### config.mk
export PLATFORM = sky130hd
export DESIGN_NAME = fetch_unit
export DESIGN_NICKNAME = d
export VERILOG_FILES = /design/src/rtl/fetch_pkg.sv /design/src/rtl/fetch_fifo.sv /design/src/rtl/fetch_unit.sv
export SDC_FILE = /design/constraint.sdc
export NUM_CORES = 1
export LEC_CHECK = 0
export CORE_MARGIN = 1
export CORE_UTILIZATION = 55
export DETAILED_ROUTE_END_ITERATION = 6
export PLACE_DENSITY_LB_ADDON = 0.12
export SLEW_MARGIN = 20
export SYNTH_ARGS = -nofsm -noshare
export SYNTH_HDL_FRONTEND = slang
export SYNTH_HIERARCHICAL = 1
export SYNTH_SLANG_ARGS = --single-unit
### constraint.sdc
create_clock -name clk -period 3.6 [get_ports clk]
set_input_delay 0.54 -clock clk [delete_from_list [all_inputs] [get_ports clk]]
set_output_delay 0.54 -clock clk [all_outputs]
set_load 0.1 [all_outputs]
### src/rtl/fetch_pkg.sv
// Shared types and constants for the instruction fetch unit.
package fetch_pkg;

    typedef logic [31:0] word_t;

    typedef struct packed {
        word_t instr;
        word_t pc;
    } fetch_entry_t;

    localparam word_t RESET_PC_DEFAULT = 32'h0000_0000;
    localparam word_t PC_STEP          = 32'h0000_0004;

    // Instruction memory is word addressed; the low two address bits are dropped.
    function automatic word_t align_word(input word_t addr);
        return addr & 32'hFFFF_FFFC;
    endfunction

endpackage

### src/rtl/fetch_fifo.sv
// Prefetch buffer: DEPTH-entry circular FIFO of {instr, pc} with a flush
// that empties it in one edge. Flush wins over push and pop.
module fetch_fifo
    import fetch_pkg::*;
#(
    parameter int DEPTH = 4
) (
    input  logic         clk_i,
    input  logic         rst_ni,
    input  logic         push_i,
    input  logic         pop_i,
    input  logic         flush_i,
    input  fetch_entry_t data_i,
    output fetch_entry_t data_o,
    output logic         full_o,
    output logic         empty_o
);

    localparam int AW = $clog2(DEPTH);
    localparam logic [AW-1:0] PTR_ONE   = AW'(1);
    localparam logic [AW:0]   CNT_ONE   = (AW+1)'(1);
    localparam logic [AW:0]   CNT_FULL  = (AW+1)'(DEPTH);
    localparam logic [AW:0]   CNT_EMPTY = (AW+1)'(0);

    fetch_entry_t  mem_q [DEPTH];
    logic [AW-1:0] rd_ptr_q, rd_ptr_d;
    logic [AW-1:0] wr_ptr_q, wr_ptr_d;
    logic [AW:0]   count_q,  count_d;

    // Next pointer and occupancy values.
    always_comb begin
        rd_ptr_d = rd_ptr_q;
        wr_ptr_d = wr_ptr_q;
        count_d  = count_q;
        if (flush_i) begin
            rd_ptr_d = '0;
            wr_ptr_d = '0;
            count_d  = '0;
        end else begin
            if (push_i) begin
                wr_ptr_d = wr_ptr_q + PTR_ONE;
            end else begin
                wr_ptr_d = wr_ptr_q;
            end
            if (pop_i) begin
                rd_ptr_d = rd_ptr_q + PTR_ONE;
            end else begin
                rd_ptr_d = rd_ptr_q;
            end
            case ({push_i, pop_i})
                2'b10:   count_d = count_q + CNT_ONE;
                2'b01:   count_d = count_q - CNT_ONE;
                default: count_d = count_q;
            endcase
        end
    end

    // Pointer and occupancy registers.
    always_ff @(posedge clk_i) begin
        if (!rst_ni) begin
            rd_ptr_q <= '0;
            wr_ptr_q <= '0;
            count_q  <= '0;
        end else begin
            rd_ptr_q <= rd_ptr_d;
            wr_ptr_q <= wr_ptr_d;
            count_q  <= count_d;
        end
    end

    // Entry storage; stale contents are harmless because occupancy gates them.
    always_ff @(posedge clk_i) begin
        if (rst_ni && push_i && !flush_i) begin
            mem_q[wr_ptr_q] <= data_i;
        end
    end

    assign data_o  = mem_q[rd_ptr_q];
    assign full_o  = (count_q == CNT_FULL);
    assign empty_o = (count_q == CNT_EMPTY);

endmodule

### src/rtl/fetch_unit.sv
// Instruction fetch unit: fetch pointer, prefetch control and redirect.
// Optional FETCH_HALT_ON_ZERO_EN stops fetching after a zero word is enqueued.
module fetch_unit
    import fetch_pkg::*;
#(
    parameter int          DEPTH    = 4,
    parameter logic [31:0] RESET_PC = RESET_PC_DEFAULT
) (
    input  logic        clk,
    input  logic        rst,
    output logic [31:0] a,
    input  logic [31:0] rd,
    input  logic        br_taken,
    input  logic [31:0] br_target,
    output logic [31:0] instr,
    output logic [31:0] pc,
    output logic        valid,
    input  logic        ready
);

    localparam word_t START_PC = align_word(RESET_PC);

    word_t        fpc_q, fpc_d;
    logic         fetch_s, pop_s, full_s, empty_s;
    fetch_entry_t head_s, push_data_s;

`ifdef FETCH_HALT_ON_ZERO_EN
    logic halt_q, halt_d;
`endif

    // Fetch/pop decision and next fetch pointer; a redirect overrides both.
    always_comb begin
        pop_s = !empty_s && ready;
`ifdef FETCH_HALT_ON_ZERO_EN
        fetch_s = !br_taken && !halt_q && (!full_s || pop_s);
`else
        fetch_s = !br_taken && (!full_s || pop_s);
`endif
        if (br_taken) begin
            fpc_d = align_word(br_target);
        end else if (fetch_s) begin
            fpc_d = fpc_q + PC_STEP;
        end else begin
            fpc_d = fpc_q;
        end
    end

    // Fetch pointer register.
    always_ff @(posedge clk) begin
        if (!rst) begin
            fpc_q <= START_PC;
        end else begin
            fpc_q <= fpc_d;
        end
    end

`ifdef FETCH_HALT_ON_ZERO_EN
    // Halt is raised by the zero word itself, so that word still reaches decode.
    always_comb begin
        if (br_taken) begin
            halt_d = 1'b0;
        end else if (fetch_s && (rd == 32'h0000_0000)) begin
            halt_d = 1'b1;
        end else begin
            halt_d = halt_q;
        end
    end

    // Halt flag register.
    always_ff @(posedge clk) begin
        if (!rst) begin
            halt_q <= 1'b0;
        end else begin
            halt_q <= halt_d;
        end
    end
`endif

    assign push_data_s = '{instr: rd, pc: fpc_q};

    fetch_fifo #(
        .DEPTH (DEPTH)
    ) u_fifo (
        .clk_i   (clk),
        .rst_ni  (rst),
        .push_i  (fetch_s),
        .pop_i   (pop_s && !br_taken),
        .flush_i (br_taken),
        .data_i  (push_data_s),
        .data_o  (head_s),
        .full_o  (full_s),
        .empty_o (empty_s)
    );

    assign a     = fpc_q;
    assign valid = !empty_s;
    assign instr = empty_s ? 32'h0000_0000 : head_s.instr;
    assign pc    = empty_s ? START_PC : head_s.pc;

endmodule

## Yosys cells after proc, flatten, opt, wreduce, memory -nomap -nowiden

Memory sizes are Yosys's and may differ from the RTL's. A register that Yosys moved wholly into a read port is not among the register bits.
Index checks and enable logic that the tools add are counted.

- Latch bits: 0
- Word-level logic and storage cells: 37
- Output and inout bits: 97
- Input bits: 68
- Memories: 1
- Bits in registers: 39
- RAM bits: 256
- Memory bits (read-only): 0

- Eq/ne operators: 3
- Add/subtract/negate cells: 5
- Reductions and logical operators: 13
- Order comparisons: 0
- Divide/modulo/power cells: 0
- Bitwise operators: 1
- Shifts and indexed selects: 0
- Muxes and demuxes: 9
- Multiply operators: 0

Memory list:

| name | words | width | rd ports | clocked after Yosys merged registers in | wr ports | RTL line | RTL |
|---|---|---|---|---|---|---|---|
| u_fifo.mem_q | 4 | 64 | 1 | 1 | 1 | fetch_fifo.sv:25 | `fetch_entry_t mem_q [DEPTH];` |

Operators with widths:

| operator | count |
|---|---|
| 2-to-1 mux 32 bit | 4 |
| adder 32 x 3 -> 32 bit (second input constant) | 1 |
| case mux 3 bit (2 select lines) | 1 |
| logical AND 1 bit | 5 |
| adder 2 x 1 -> 2 bit (second input constant) | 2 |
| 2-to-1 mux 2 bit | 2 |
| nonzero test 2 bit | 2 |
| adder 3 x 1 -> 3 bit (second input constant) | 1 |
| equality test 3 bit (second input constant) | 1 |
| zero test 1 bit | 3 |
| zero test 3 bit | 1 |
| subtractor 3 x 1 -> 3 bit (second input constant) | 1 |
| equality test 2 x 1 -> 1 bit (second input constant) | 1 |
| equality test 2 bit (second input constant) | 1 |
| 2-to-1 mux 1 bit | 2 |
| OR reduction 2 bit | 1 |
| logical OR 1 bit | 1 |
| NOT 1 bit | 1 |

## Longest topological paths before layout

- Depth in word-level cells: 9
- Mapped depth: 11
- Mapped depth without buffers: 10

## Hierarchy

The synthesis kept the hierarchy.

Modules (own cells, without submodules):

| module | instances | seq. area each (µm²) | cells an instance | area an instance (µm²) |
|---|---|---|---|---|
| fetch_fifo | 1 | 7867.5 | 383 | 9756.9 |
| fetch_unit | 1 | 600.6 | 288 | 2148.3 |

## Least setup slack after synthesis

No wires, ideal clock.

- Path type: reg2reg
- Start point: register u_fifo.count_q[0]
- End point: memory u_fifo/mem_q[0][0] (netlist name) (enable)
- Clock period less this slack: 3.171 ns
- Library setup time: 0.429 ns
- Arrival: 2.742 ns
- Required time: 3.171 ns
- Slack: 0.429 ns
- Buffers on the path: 1
- Stages on the path, launching flop included: 6
- Cell sequence: dfxtp_1 -> inv_1 -> and3_1 -> clkbuf_1 -> a21oi_1 -> and3_1

- Elaborated cells between the ends (all ways): 11
- Those cells by class: 1 x eq/ne; 2 x mux; 8 x reduce/logical

RTL lines:

| what | RTL line | RTL |
|---|---|---|
| start: declaration | fetch_fifo.sv:28 | `logic [AW:0] count_q, count_d;` |
| start signal: assignment | fetch_fifo.sv:67 | `count_q <= count_d;` |
| equality test 3 bit | fetch_fifo.sv:79 | `assign full_o = (count_q == CNT_FULL);` |
| named net full_s | fetch_unit.sv:24 | `logic fetch_s, pop_s, full_s, empty_s;` |
| zero test 1 bit | fetch_unit.sv:37 | `fetch_s = !br_taken && (!full_s \|\| pop_s);` |
| logical OR 1 bit | fetch_unit.sv:37 |  |
| logical AND 1 bit | fetch_unit.sv:37 |  |
| named net fetch_s | fetch_unit.sv:24 |  |
| logical AND 1 bit (2 in a row) | fetch_fifo.sv:73 | `if (rst_ni && push_i && !flush_i) begin` |
| 2-to-1 mux 1 bit | fetch_fifo.sv:73 |  |
| 2-to-1 mux 1 bit (not written as such) | fetch_fifo.sv:74 | `mem_q[wr_ptr_q] <= data_i;` |
| end: declaration | fetch_fifo.sv:25 |  |

The timed path passes the listed nets, and every way through them passes these cells.

==> reports/metrics.yaml <==
drt:
  dr.pass1.iters: 4
  vias: 6510
  ant_nets: 0
  routedWlPerCell_um: 20.5
  route.detailed.drc: 0
  drt_wl_total_um: 23600
  routed_via_density: 5.66
  drt_iter0_drc: 372
worst_hold_path:
  hold_end: "u_fifo/mem_q[0][14]"
  hold_depth: 0
  min_from: "a[14]"
  hold_path_class: "register to register"
cells_and_area:
  stdcell_count: 1151
  diodes: 0
  nNetsFinal: 927
  regArea_um2: 8480
  drive_gt1_share_pct: 23.2
  multi_input_area_um2: 3190
  area_growth_pct: 24.2
  postLayoutCoreUtil_pct: 69.9
  n_fill_cell: 1429
synth:
  synthArstFlopShare_pct: 0
  ys_seq_area_share_pct: 71.1
  synth_edf_count: 256
  syn_avg_cell_area_um2: 17.7
  synth_most_common_cell: "edfxtp_1"
  yosys.area.top_type: "edfxtp_1"
  syn_inst: 671
  synthTopCellsByArea: "edfxtp_1 65%, mux4_2 11%, dfxtp_1 6.6%"
  yosys_warnings: 6
  synthesis.area_um2: 11900
  ys_ff_latch: 295
  yosys.area.top_type_share_pct: 64.6
  synth_common_cells: "256 x edfxtp_1, 68 x nor2b_1, 60 x mux4_2, 39 x dfxtp_1, 32 x o21ai_0"
  ys_types: 47
  synth-main-ff-cell: "edfxtp_1"
power:
  ir_drop_mv: 0.325
  switchingPower_w: 0.00191
  pwr-share-seq_pct: 49.0
  p_leak_nw: 4.87
  p_sw_share_pct: 24.4
  pwr-share-comb_pct: 10.7
  powerDensity_nw_per_um2: 531
  p_clk_share_pct: 40.3
  intPower_w: 0.00594
cts:
  clk_latency_ns: 0.54
  cts.path.max_buffers: 3
  clockRootBuffer: "clkbuf_16"
  htreeDepth: 1
  ctsHoldBuffers: 0
  post_cts.repair.setup_buffers: 0
  cts_resized: 0
  clk_pin_slew_ns: 0.06
  numCtsBuffers: 30
  cts_tree: "built"
  numClockSinks: 295
global_routing:
  grt_pass1_vias: 6786
  grt_max_degree: 66
  grt_overflow: 0
  grt_usage_pct: 21.8
  grt_pass1_wl_um: 36700
  antenna_found_initial: 0
sta:
  tightest_slew_ns: 1.03
  period_needed_ns: 3.06
  setup_viol: 0
  fin_skew_ns: 0.00823
  grt_setup_unrepaired: "no"
  max_clock_freq_mhz: 327
  slew_violations: 0
  setup_tns_ns: 0
  fin_crit_sh_pct: 84.9
  max-slew-margin-rel_pct: 31.1
  hold_violations: 0
  fin_hold_ws_ns: 0.503
run:
  cap_violations: 0
worst_setup_path:
  reg2regPathDepth: 10
  crit_path_max_fanout: 23
  ff2ff_setup_slack_ns: 0.88
  critPathLaunchType: "register"
  crit_type: "register to primary output"
  r2r-end: "u_fifo/count_q[2]"
  end_kind: "primary output"
  r2r-start: "u_fifo/count_q[1]"
  arrival_ns: 2.52
  cp.required_ns: 3.06
place:
  dp_cells: 1095
  dp_hpwl_um: 14700
  gp_congestion: 0.826
  place.port_buffers: 160
floorplanning:
  die_x_um: 149
  core.rowCount: 53
  pin_count: 165
  core_um2: 21200
  start_util_pct: 56.3
  dieHeight_um: 149
  dieArea_um2: 22200
run_status:
  status: "completed"
worst max path at each step:
stage / start / end / depth (start not counted)
after floorplan: u_fifo/count_q[0] / u_fifo/mem_q[0][0] / 5
after global placement: ready / u_fifo/mem_q[3][41] / 5
after detailed placement: ready / u_fifo/count_q[2] / 10
after CTS: register / instr[31] / 4
after global routing: register / instr[31] / 4
final: register / instr[21] / 4
cell type report:
cell class,count,area share [%]
Clock buffer,35,5.35
Clock inverter,21,1.64
Inverter,10,0.254
Multi-Input combinational cell,338,21.6
Sequential cell,295,57.3
Tap cell,275,2.33
Timing Repair Buffer,177,11.5
power by group through the flow:
stage	clock network, W	logic [W]	registers [W]
floorplan	0	0.000431	0.00407
global placement	0	0.000831	0.00391
detailed placement	0	0.000841	0.00392
CTS	0.00322	0.000844	0.00385
global route	0.00335	0.000872	0.00385
finish	0.00317	0.000838	0.00385
sequential cells by signal (all words and copies together), names as in the netlist, named ones only:
name             cells
a                   30
u_fifo/count_q       3
u_fifo/wr_ptr_q      2
u_fifo/mem_q       256
u_fifo/rd_ptr_q      2
cells in the final DEF, fill, tap and decap left out, types with 5 or more instances in the layout:
cell               n
a21oi_1           23
a31oi_1            5
and3_1             6
buf_12            11
buf_4             73
bufinv_16          5
clkbuf_16         31
clkdlybuf4s50_1   93
clkinv_1           5
clkinv_2           5
conb_1            10
dfxtp_1           37
edfxtp_1         256
ha_1               6
inv_1              9
mux4_2            60
nand2_1           15
nand3_1           14
nand4_1            9
nor2_1            17
nor2b_1           68
o21ai_0           32
xnor2_1           15
xor2_1            11
stage by stage:
stage	instance area, um^2	total power [W]	setup slack, ns
after global placement	13800	0.00474	0.662
after global routing	14800	0.00808	0.374
after CTS	14800	0.00791	0.461
after detailed placement	13800	0.00476	0.531
final	14800	0.00785	0.544
after floorplan	11900	0.00450	0.429
metal layers:
metal | share of wire, % | vias up | GRT usage (%)
li1 | - | 2978 | -
met4 | 2.1 | 0 | 6.68
met1 | 41 | 3282 | 29.1
met5 | 0 | - | 0
met3 | 5.0 | 40 | 2.94
met2 | 52 | 210 | 37.5
worst max-delay path: stages (launching register included):
cell	delay [ns]
dfxtp_4	0.68
buf_12	0.28
mux4_1	0.58
nor2b_1	0.15
buf_4	0.26
kinds of logic (layout without fill, tap and decap cells):
family,count (synthesis),in the layout,synth area share [%]
buffers and inverters,47,243,2.53
flip-flops,295,295,71.1
adder cells (fa/ha/maj),7,7,0.799
AND/OR/NAND/NOR,158,158,7.62
other,1,10,0.0315
AO/OA/AOI/OAI,71,71,3.57
multiplexers,66,66,12.4
XOR/XNOR,26,26,1.91
Power figures use the tool's default switching activity.
